[src/rtl/twire_pkg.sv]
// twire_pkg: shared definitions for the two-wire (I2C) sensor link.
//   SYSCLK / I2CCLK      : system and bus clock rates in Hz
//   SLAVE_WR/RD_ADDR     : slave address bytes for write and read transactions
//   operation_t          : command operation handed to the master core
//   seq_state_t          : states of the configuration sequencer
//   TBL_END, TBL_DLY_TAG : special table entries (terminator, delay tag)
package twire_pkg;

  localparam int unsigned SYSCLK = 100_000_000;
  localparam int unsigned I2CCLK = 400_000;

  localparam logic [7:0] SLAVE_WR_ADDR = 8'h20;
  localparam logic [7:0] SLAVE_RD_ADDR = 8'h21;

  typedef enum logic {
    wr_op = 1'b0,
    rd_op = 1'b1
  } operation_t;

  typedef enum logic [3:0] {
    S_IDLE,
    S_FETCH,
    S_ROMW,
    S_DECODE,
    S_WR_REQ,
    S_WR_RSP,
    S_RD_REQ,
    S_RD_RSP,
    S_RETRY,
    S_ADV,
    S_DELAY,
    S_DONE,
    S_ERROR
  } seq_state_t;

  localparam logic [15:0] TBL_END     = 16'hFFFF;
  localparam logic [7:0]  TBL_DLY_TAG = 8'hFE;

endpackage

[src/rtl/twire_cfg_delay.sv]
// twire_cfg_delay: loadable down-counter used for timed delay table entries.
//   clk, rst_n  : clock, asynchronous active-low reset
//   i_load      : load i_load_val (has priority over decrement)
//   i_load_val  : value to load
//   i_dec       : decrement by one; the counter holds at zero
//   o_zero      : counter is zero
module twire_cfg_delay #(
  parameter int W = 8
) (
  input  logic         clk,
  input  logic         rst_n,
  input  logic         i_load,
  input  logic [W-1:0] i_load_val,
  input  logic         i_dec,
  output logic         o_zero
);

  logic [W-1:0] r_count;

  always_ff @(posedge clk or negedge rst_n) begin
    if (!rst_n) begin
      r_count <= '0;
    end else if (i_load) begin
      r_count <= i_load_val;
    end else if (i_dec && (r_count != '0)) begin
      r_count <= r_count - W'(1);
    end
  end

  assign o_zero = (r_count == '0);

endmodule

[src/rtl/twire_cfg_seq.sv]
// twire_cfg_seq: walks a {reg, val} table in a synchronous ROM and issues one
// write (plus optional readback/compare) per entry to the two-wire master.
//   clk, rst_n              : clock, asynchronous active-low reset
//   start / abort           : single-cycle control pulses
//   tbl_addr / tbl_data     : ROM port, data valid one cycle after address
//   cmd_*                   : valid/ready command channel to the master
//   rsp_valid/nack/rdata    : transaction completion from the master
//   busy, done, error       : status (done/error sticky until next start)
//   err_idx                 : table index of the failing or aborted entry
module twire_cfg_seq
  import twire_pkg::*;
#(
  parameter int TBL_AW     = 8,
  parameter int MAX_RETRY  = 3,
  parameter int VERIFY     = 1,
  parameter int CYC_PER_MS = 100000
) (
  input  logic              clk,
  input  logic              rst_n,
  input  logic              start,
  input  logic              abort,
  output logic [TBL_AW-1:0] tbl_addr,
  input  logic [15:0]       tbl_data,
  output logic              cmd_valid,
  input  logic              cmd_ready,
  output operation_t        cmd_op,
  output logic [7:0]        cmd_dev,
  output logic [7:0]        cmd_reg,
  output logic [7:0]        cmd_wdata,
  input  logic              rsp_valid,
  input  logic              rsp_nack,
  input  logic [7:0]        rsp_rdata,
  output logic              busy,
  output logic              done,
  output logic              error,
  output logic [TBL_AW-1:0] err_idx
);

  localparam int DLY_W = $clog2(255 * CYC_PER_MS + 1);
  localparam int RTY_W = (MAX_RETRY < 1) ? 1 : $clog2(MAX_RETRY + 1);

  seq_state_t        r_state;
  logic [TBL_AW-1:0] r_index;
  logic [7:0]        r_reg;
  logic [7:0]        r_val;
  logic [RTY_W-1:0]  r_retry;
  logic              r_abort_pend;
  logic              r_cmd_valid;
  operation_t        r_cmd_op;
  logic [7:0]        r_cmd_dev;
  logic              r_busy;
  logic              r_done;
  logic              r_error;
  logic [TBL_AW-1:0] r_err_idx;

  logic              w_abort;
  logic              w_take_abort;
  logic              w_dly_zero;
  logic [DLY_W-1:0]  w_dly_load_val;

  // The counter runs load_val..0, so a delay of N cycles loads N-1.
  // A zero-length delay never enters DELAY, so the underflow is unused.
  assign w_dly_load_val = DLY_W'(r_val) * DLY_W'(CYC_PER_MS) - DLY_W'(1);

  twire_cfg_delay #(.W(DLY_W)) u_delay (
    .clk        (clk),
    .rst_n      (rst_n),
    .i_load     (r_state == S_DECODE),
    .i_load_val (w_dly_load_val),
    .i_dec      (r_state == S_DELAY),
    .o_zero     (w_dly_zero)
  );

  assign w_abort = abort | r_abort_pend;

  // Safe points for an abort. A request is only withdrawn if the master has
  // not accepted it this cycle; an outstanding transaction must complete.
  always_comb begin
    w_take_abort = 1'b0;
    if (w_abort) begin
      case (r_state)
        S_FETCH, S_DECODE, S_DELAY, S_ADV: w_take_abort = 1'b1;
        S_WR_REQ, S_RD_REQ:                w_take_abort = !cmd_ready;
        S_WR_RSP, S_RD_RSP:                w_take_abort = rsp_valid;
        default:                           w_take_abort = 1'b0;
      endcase
    end
  end

  always_ff @(posedge clk or negedge rst_n) begin
    if (!rst_n) begin
      r_state      <= S_IDLE;
      r_index      <= '0;
      r_reg        <= '0;
      r_val        <= '0;
      r_retry      <= '0;
      r_abort_pend <= 1'b0;
      r_cmd_valid  <= 1'b0;
      r_cmd_op     <= wr_op;
      r_cmd_dev    <= '0;
      r_busy       <= 1'b0;
      r_done       <= 1'b0;
      r_error      <= 1'b0;
      r_err_idx    <= '0;
    end else begin
      if (abort && r_busy) r_abort_pend <= 1'b1;

      if (w_take_abort) begin
        r_state      <= S_ERROR;
        r_cmd_valid  <= 1'b0;
        r_busy       <= 1'b0;
        r_error      <= 1'b1;
        r_err_idx    <= r_index;
        r_abort_pend <= 1'b0;
      end else begin
        case (r_state)
          S_IDLE, S_DONE, S_ERROR: begin
            if (start) begin
              r_state      <= S_FETCH;
              r_index      <= '0;
              r_retry      <= '0;
              r_abort_pend <= 1'b0;
              r_busy       <= 1'b1;
              r_done       <= 1'b0;
              r_error      <= 1'b0;
              r_err_idx    <= '0;
            end
          end
          S_FETCH: r_state <= S_ROMW;
          S_ROMW: begin
            r_reg   <= tbl_data[15:8];
            r_val   <= tbl_data[7:0];
            r_state <= S_DECODE;
          end
          S_DECODE: begin
            if ({r_reg, r_val} == TBL_END) begin
              r_state <= S_DONE;
              r_busy  <= 1'b0;
              r_done  <= 1'b1;
            end else if (r_reg == TBL_DLY_TAG) begin
              r_state <= (r_val == 8'd0) ? S_ADV : S_DELAY;
            end else begin
              r_state     <= S_WR_REQ;
              r_cmd_valid <= 1'b1;
              r_cmd_op    <= wr_op;
              r_cmd_dev   <= SLAVE_WR_ADDR;
            end
          end
          S_WR_REQ: begin
            if (cmd_ready) begin
              r_cmd_valid <= 1'b0;
              r_state     <= S_WR_RSP;
            end
          end
          S_WR_RSP: begin
            if (rsp_valid) begin
              if (rsp_nack) begin
                r_state <= S_RETRY;
              end else if (VERIFY != 0) begin
                r_state     <= S_RD_REQ;
                r_cmd_valid <= 1'b1;
                r_cmd_op    <= rd_op;
                r_cmd_dev   <= SLAVE_RD_ADDR;
              end else begin
                r_state <= S_ADV;
              end
            end
          end
          S_RD_REQ: begin
            if (cmd_ready) begin
              r_cmd_valid <= 1'b0;
              r_state     <= S_RD_RSP;
            end
          end
          S_RD_RSP: begin
            if (rsp_valid) begin
              r_state <= (rsp_nack || (rsp_rdata != r_val)) ? S_RETRY : S_ADV;
            end
          end
          S_RETRY: begin
            // A retry always restarts with the write, never the read alone.
            if (r_retry < RTY_W'(MAX_RETRY)) begin
              r_retry     <= r_retry + RTY_W'(1);
              r_state     <= S_WR_REQ;
              r_cmd_valid <= 1'b1;
              r_cmd_op    <= wr_op;
              r_cmd_dev   <= SLAVE_WR_ADDR;
            end else begin
              r_state   <= S_ERROR;
              r_busy    <= 1'b0;
              r_error   <= 1'b1;
              r_err_idx <= r_index;
            end
          end
          S_ADV: begin
            r_retry <= '0;
            // Running off the last table slot counts as end of table.
            if (r_index == '1) begin
              r_state <= S_DONE;
              r_busy  <= 1'b0;
              r_done  <= 1'b1;
            end else begin
              r_index <= r_index + TBL_AW'(1);
              r_state <= S_FETCH;
            end
          end
          S_DELAY: begin
            if (w_dly_zero) r_state <= S_ADV;
          end
          default: r_state <= S_IDLE;
        endcase
      end
    end
  end

  assign tbl_addr  = r_index;
  assign cmd_valid = r_cmd_valid;
  assign cmd_op    = r_cmd_op;
  assign cmd_dev   = r_cmd_dev;
  assign cmd_reg   = r_reg;
  assign cmd_wdata = r_val;
  assign busy      = r_busy;
  assign done      = r_done;
  assign error     = r_error;
  assign err_idx   = r_err_idx;

endmodule

[config.mk]
export PLATFORM = sky130hd
export DESIGN_NAME = twire_cfg_seq
export DESIGN_NICKNAME = d
export VERILOG_FILES = /design/src/rtl/twire_pkg.sv /design/src/rtl/twire_cfg_delay.sv /design/src/rtl/twire_cfg_seq.sv
export SDC_FILE = /design/constraint.sdc
export NUM_CORES = 1
export LEC_CHECK = 0
export ABC_AREA = 1
export BUFFER_PORTS_ARGS = -buffer_cell sky130_fd_sc_hd__buf_2
export CAP_MARGIN = 5
export CORE_AREA = 2 2 139 141
export CTS_BUF_LIST = sky130_fd_sc_hd__clkbuf_8 sky130_fd_sc_hd__clkbuf_16
export DETAILED_ROUTE_END_ITERATION = 12
export DIE_AREA = 0 0 141 143
export PLACE_DENSITY = 0.5
export SLEW_MARGIN = 30
export SYNTH_ARGS = -nofsm -noshare
export SYNTH_HDL_FRONTEND = slang
export SYNTH_SLANG_ARGS = --single-unit
[constraint.sdc]
create_clock -name clk -period 3.87 [get_ports clk]
set_clock_uncertainty 0.1 [all_clocks]
set_input_delay 0.5805 -clock clk [delete_from_list [all_inputs] [get_ports clk]]
set_output_delay 0.5805 -clock clk [all_outputs]
set_load 0.05 [all_outputs]
==> flow_summary_export.csv, run 1 <==
group,metric,value,unit
sta,fin_crit,3840,ps
sta,slew_violations,0,
grt,top_usage_layer,"met2",
floorplan,fp.dieArea,0.0202,mm2
routing,ant_nets,0,
critical_path,worstSetupPathType,"reg -> reg",
grt,use_met1,0.246,
grt,grt_max_degree,71,
floorplan,die_h,143,um
grt,grt_pass1_wl,28.7,mm
logic_synthesis,synth_edf_count,0,
placed_design,gp_congestion,0.869,
logic_synthesis,seq_area_frac_synth,0.279,
cells_and_area,final_cell_mix,"nand2_1, inv_1, nor2_1, buf_2",
grt,antenna_found_initial,0,
clock_tree,cts_tree,"built",
flow_run,cap_violations,0,
logic_synthesis,netlist_area,0.00629,mm2
sta,hold-worst-slack,142,ps
grt,grt_pass1_vias,5695,
floorplan,fp-row-count,50,
grt,grt_util_met3,0.0275,
routing,drc,0,
logic_synthesis,yosys-top-cells-area,"dfrtp_1, nand2_1, ha_1",
sta,fmax,0.260,GHz
clock_tree,cts-root-buf,"clkbuf_16",
clock_tree,cts_max_path_buffers,2,
routing,routedWlPerCell,14.2,um
cells_and_area,drive_gt1_frac,0.263,
sta,hold_violations,0,
critical_path,arrival,4010,ps
sta,rsz0062_at_grt,"yes",
grt,grt.overflow.total,0,
routing,wirelength,17.8,mm
sta,worst_pin_slew,837,ps
hold_path,hp-class,"in -> async",
routing,vias,6026,
sta,finalSetupViolCount,0,
logic_synthesis,synth_cells,886,
grt,grt.total_usage,0.178,
critical_path,cp.required,4040,ps
sta,slew_headroom,0.441,
grt,met2_usage,0.296,
cells_and_area,layout_commonest_cell,"nand2_1",
outcome,status,"completed",
cells_and_area,fin_nets,1119,
critical_path,cp_max_fo,8,
routing,drt_iter0_markers,330,
cells_and_area,multi_input_area,0.00436,mm2
clock_tree,clk-insertion-delay-late,340,ps
routing,drt_first_pass_iters,5,
routing,vias_per_cell,4.81,
cells_and_area,nFillCells,1920,
floorplan,io-pin-count,76,
logic_synthesis,async_reset_ff_frac,1.00,
clock_tree,numCtsBuffers,9,
cells_and_area,area.sequential,0.00177,mm2
logic_synthesis,ys.flop_type,"dfrtp_1",
cells_and_area,syn_to_final_growth,28.1,%
cells_and_area,largest_reg_flops,25,
logic_synthesis,synth.distinct_cells,50,
clock_tree,cts_max_level,3,
floorplan,core_area,0.0186,mm2
placed_design,dp.final_hpwl,14.0,mm
sta,fin_crit_sh,0.992,
logic_synthesis,synth_top_cell_by_area,"dfrtp_1",
critical_path,cp-end-kind,"flop",
clock_tree,cts_sinks,70,
floorplan,initial_core_util,0.338,
logic_synthesis,synth_top_area_frac,0.279,
cells_and_area,top_register,"u_delay.r_count",
clock_tree,cts.clk_slew.worst_paths,60,ps
clock_tree,hold_buffers,0,
placed_design,io_buffers,69,
cells_and_area,postLayoutCoreUtil,0.434,
cells_and_area,antenna_cells,0,
logic_synthesis,synth-seq-cells,70,
critical_path,cp-start-kind,"flop",
logic_synthesis,yosysWarnings,0,
floorplan,die_x,141,um
logic_synthesis,avgSynthCellArea,7.10,um2
[per-layer routing]
metal  share of wire  vias to the layer above
met4          0.0045                        0
met3           0.026                        6
li1                -                     3141
met5               0                        -
met2            0.48                       96
met1            0.49                     2783
[timing repair]
action | in CTS | in global routing
gates cloned | 0 | 0
buffers inserted | 3 | 1
resized for setup | 34 | 42
endpoints found under the setup margin | 9 | 11
pin swaps | 21 | 24
[final timing paths]
| check | depth (start not counted) | end | startpoint | slack (ps) |
|---|---|---|---|---|
| max | 20 | u_delay.r_count[24] | cmd_wdata[4] | 30 |
| min | 1 | u_delay.r_count[1] | rst_n | 140 |
| max reg2reg | 20 | u_delay.r_count[24] | cmd_wdata[4] | 30 |
| min reg2reg | 2 | cmd_dev[5] | cmd_dev[5] | 370 |
| max in group asynchronous | 1 | cmd_wdata[3] | rst_n | 2980 |
| min in group clk | 3 | cmd_wdata[7] | tbl_data[7] | 340 |
[layout make-up]
class,instances,share of cell area
Tap cell,234,0.0363
Clock buffer,9,0.0280
Clock inverter,7,0.0101
Sequential cell,70,0.220
Timing Repair Buffer,133,0.103
Inverter,130,0.0617
Multi-Input combinational cell,671,0.541
[cell usage after synthesis, drive strengths merged (2+ instances only)]
library cell and n:
nand2 234, clkbuf 8, nand3 65, fa 12, a21oi 30, a31oi 8
o311ai 3, dfrtp 70, nand3b 3, o31ai 3, nand4 13, o211ai 4
or2 2, o21ai 66, a22oi 2, inv 129, buf 12, nor2 94
ha 61, xnor2 6, and2 2, xor2 21, nor4 11, nor3 19
[per-stage QoR]
stage	setup WS [ps]	setup TNS, ps	std cells	area (um2)
2_1_floorplan	-30.9	-52.8	891	6420
3_3_place_gp	-149	-706	1234	7390
3_5_place_dp	-191	-843	1234	7390
4_1_cts	-3.96	-3.99	1253	7860
5_1_grt	-172	-1090	1254	8060
6_report	30.2	0	1254	8060
[kinds of logic (layout without fill, tap and decap cells)]
| kind of cell | count (synthesis) | in the layout | share of synthesized area |
|---|---|---|---|
| xor gates and xnor gates | 27 | 27 | 0.0376 |
| AOI/OAI and AO/OA | 122 | 122 | 0.114 |
| other | 1 | 6 | 0.000596 |
| buffers and inverters | 150 | 279 | 0.0967 |
| DFF | 70 | 70 | 0.279 |
| and+or+nand+nor | 443 | 443 | 0.313 |
| adders and majority gates | 73 | 73 | 0.160 |
[worst max-delay path: stages, from the launching register on]
cell and delay, ps:
dfrtp_4 510, ha_4 260, ha_4 260, inv_2 30, fa_1 460, inv_1 50, fa_1 480, ha_4 350
nand2_2 70, nand2_1 90, nand3_2 80, nand2_2 90, buf_4 100, nand3_1 80, nand3_1 110, nand2_1 130
nor2_2 150, nand3_1 80, nand2_1 60, nand3_1 70, a21oi_1 140
Power of run 1 is left out: the tool's default activity adds up to more than one toggle a clock period on the data nets, which glitch-free logic cannot reach.
==> inputs of run 2 (changes only) <==
Settings changed: BUFFER_PORTS_ARGS -buffer_cell sky130_fd_sc_hd__buf_2 to not set, DONT_BUFFER_PORTS set to 1, PLACE_DENSITY 0.5 to 0.46.
==> run 2 against run 1 <==
Against the previous run: die area did not move; first-iteration DRC count fell by 9.7%; non-clock buffer count fell by 61; critical endpoint is now u_delay.r_count[21]; largest cell class unchanged; highest routed layer unchanged.
==> flow_summary_export.csv, run 2 (synthesis gave the netlist of run 1 again) <==
group,metric,value,unit
hold_path,hp-class,"in -> async",
clock_tree,cts_max_level,3,
sta,fin_crit,3850,ps
sta,fin_crit_sh,0.994,
clock_tree,cts-root-buf,"clkbuf_16",
sta,setup_slack,23.8,ps
clock_tree,cts_sinks,70,
floorplan,die_h,143,um
cells_and_area,layout_commonest_cell,"nand2_1",
floorplan,fp-row-count,50,
cells_and_area,fin_nets,1058,
routing,vias,5788,
sta,rsz0062_at_grt,"yes",
critical_path,arrival,3970,ps
grt,grt.total_usage,0.183,
routing,drc,0,
critical_path,cp-end-kind,"flop",
cells_and_area,postLayoutCoreUtil,0.420,
floorplan,fp.dieArea,0.0202,mm2
sta,hold_violations,0,
sta,slew_violations,0,
cells_and_area,nFillCells,1943,
cells_and_area,drive_gt1_frac,0.224,
outcome,status,"completed",
grt,antenna_found_initial,0,
cells_and_area,syn_to_final_growth,24.2,%
routing,drt_first_pass_iters,4,
clock_tree,cts_max_path_buffers,2,
floorplan,core_area,0.0186,mm2
floorplan,die_x,141,um
grt,grt.overflow.total,0,
cells_and_area,largest_reg_flops,25,
placed_design,io_buffers,0,
sta,fmax,0.260,GHz
grt,grt_pass1_wl,29.4,mm
floorplan,initial_core_util,0.338,
grt,grt_pass1_vias,5714,
critical_path,reg2reg_setup_slack,20,ps
cells_and_area,antenna_cells,0,
placed_design,gp_congestion,0.837,
cells_and_area,final_cell_mix,"nand2_1, inv_1, buf_4",
routing,vias_per_cell,4.85,
critical_path,cp-start-kind,"flop",
routing,drt_iter0_markers,298,
routing,ant_nets,0,
clock_tree,numCtsBuffers,9,
routing,routedWlPerCell,15.0,um
grt,grt_max_degree,71,
critical_path,cp.required,3990,ps
floorplan,io-pin-count,76,
cells_and_area,top_register,"u_delay.r_count",
critical_path,cp_max_fo,8,
placed_design,pre_cts_ws,-219,ps
critical_path,worstSetupPathType,"reg -> reg",
clock_tree,cts.clk_slew.worst_paths,70,ps
sta,slew_headroom,0.378,
placed_design,dp.final_hpwl,14.3,mm
sta,worst_pin_slew,932,ps
routing,wirelength,17.8,mm
clock_tree,cts_tree,"built",
flow_run,cap_violations,0,
clock_tree,clk-insertion-delay-late,340,ps
sta,finalSetupViolCount,0,
[run 2: cell count changes in the layout (fill, tap and decap cells not counted), moves of 3 or more]
cell	before	now
nand2_1	205	193
nand2_4	3	8
ha_4	17	10
ha_1	44	51
nor2_4	8	14
buf_2	68	0
nor2_2	17	11
inv_2	8	11
buf_4	64	71
nand2_2	26	33
[run 2: final timing paths]
kind	from	endpoint	depth (start not counted)
worst min register to register	r_retry[1]	r_retry[1]	2
min in group clk	tbl_data[15]	cmd_reg[7]	2
worst max-delay path	cmd_wdata[4]	u_delay.r_count[21]	21
max in group asynchronous	rst_n	cmd_wdata[4]	1
worst min-delay path	rst_n	u_delay.r_count[16]	1
worst max register to register	cmd_wdata[4]	u_delay.r_count[21]	21
[run 2: cell type report]
cell class | count | area (um2) | share of cell area
Multi-Input combinational cell | 671 | 4370 | 0.559
Sequential cell | 70 | 1770 | 0.227
Timing Repair Buffer | 72 | 561 | 0.0718
Inverter | 130 | 494 | 0.0633
Tap cell | 234 | 293 | 0.0375
Clock buffer | 9 | 225 | 0.0288
Clock inverter | 7 | 103 | 0.0131
[run 2: what timing repair did]
item,CTS,global route
hold buffers,1,0
resized for setup,38,55
hold endpoints to repair,70,0
buffers inserted,3,2
endpoints found under the setup margin,9,11
pin swaps,24,33
[run 2: stage by stage]
stage	cells	setup TNS, ps	hold slack, ps	cell area, um2
after floorplan	891	-52.8	185	6420
after global placement	1171	-877	188	7080
after detailed placement	1171	-1450	189	7080
after CTS	1191	-47.4	34.9	7590
after global routing	1193	-1440	55.6	7810
final	1193	0	31.7	7810
[run 2: critical path, cell delays in order, from the launching register on]
cell and delay, ps:
dfrtp_4 520, ha_4 260, ha_4 260, inv_2 30, fa_1 470, inv_1 50, fa_1 490, ha_4 360
inv_4 40, nand2_4 60, nand4_1 140, nand2_2 140, nand2_2 50, nand2_2 70, nand2_2 70, nor2_1 90
and2_4 180, nand2_1 50, nand2_1 70, nand3_2 60, nand2_1 80, o21ai_1 50
[run 2: routing by layer]
metal,GRT usage,wire length (um),vias up
li1,-,-,3013
met1,0.248,8680,2676
met2,0.302,8370,94
met3,0.0355,675,5
met4,0.0426,108,0
met5,0,0,-
Power of run 2 is left out for the same reason.
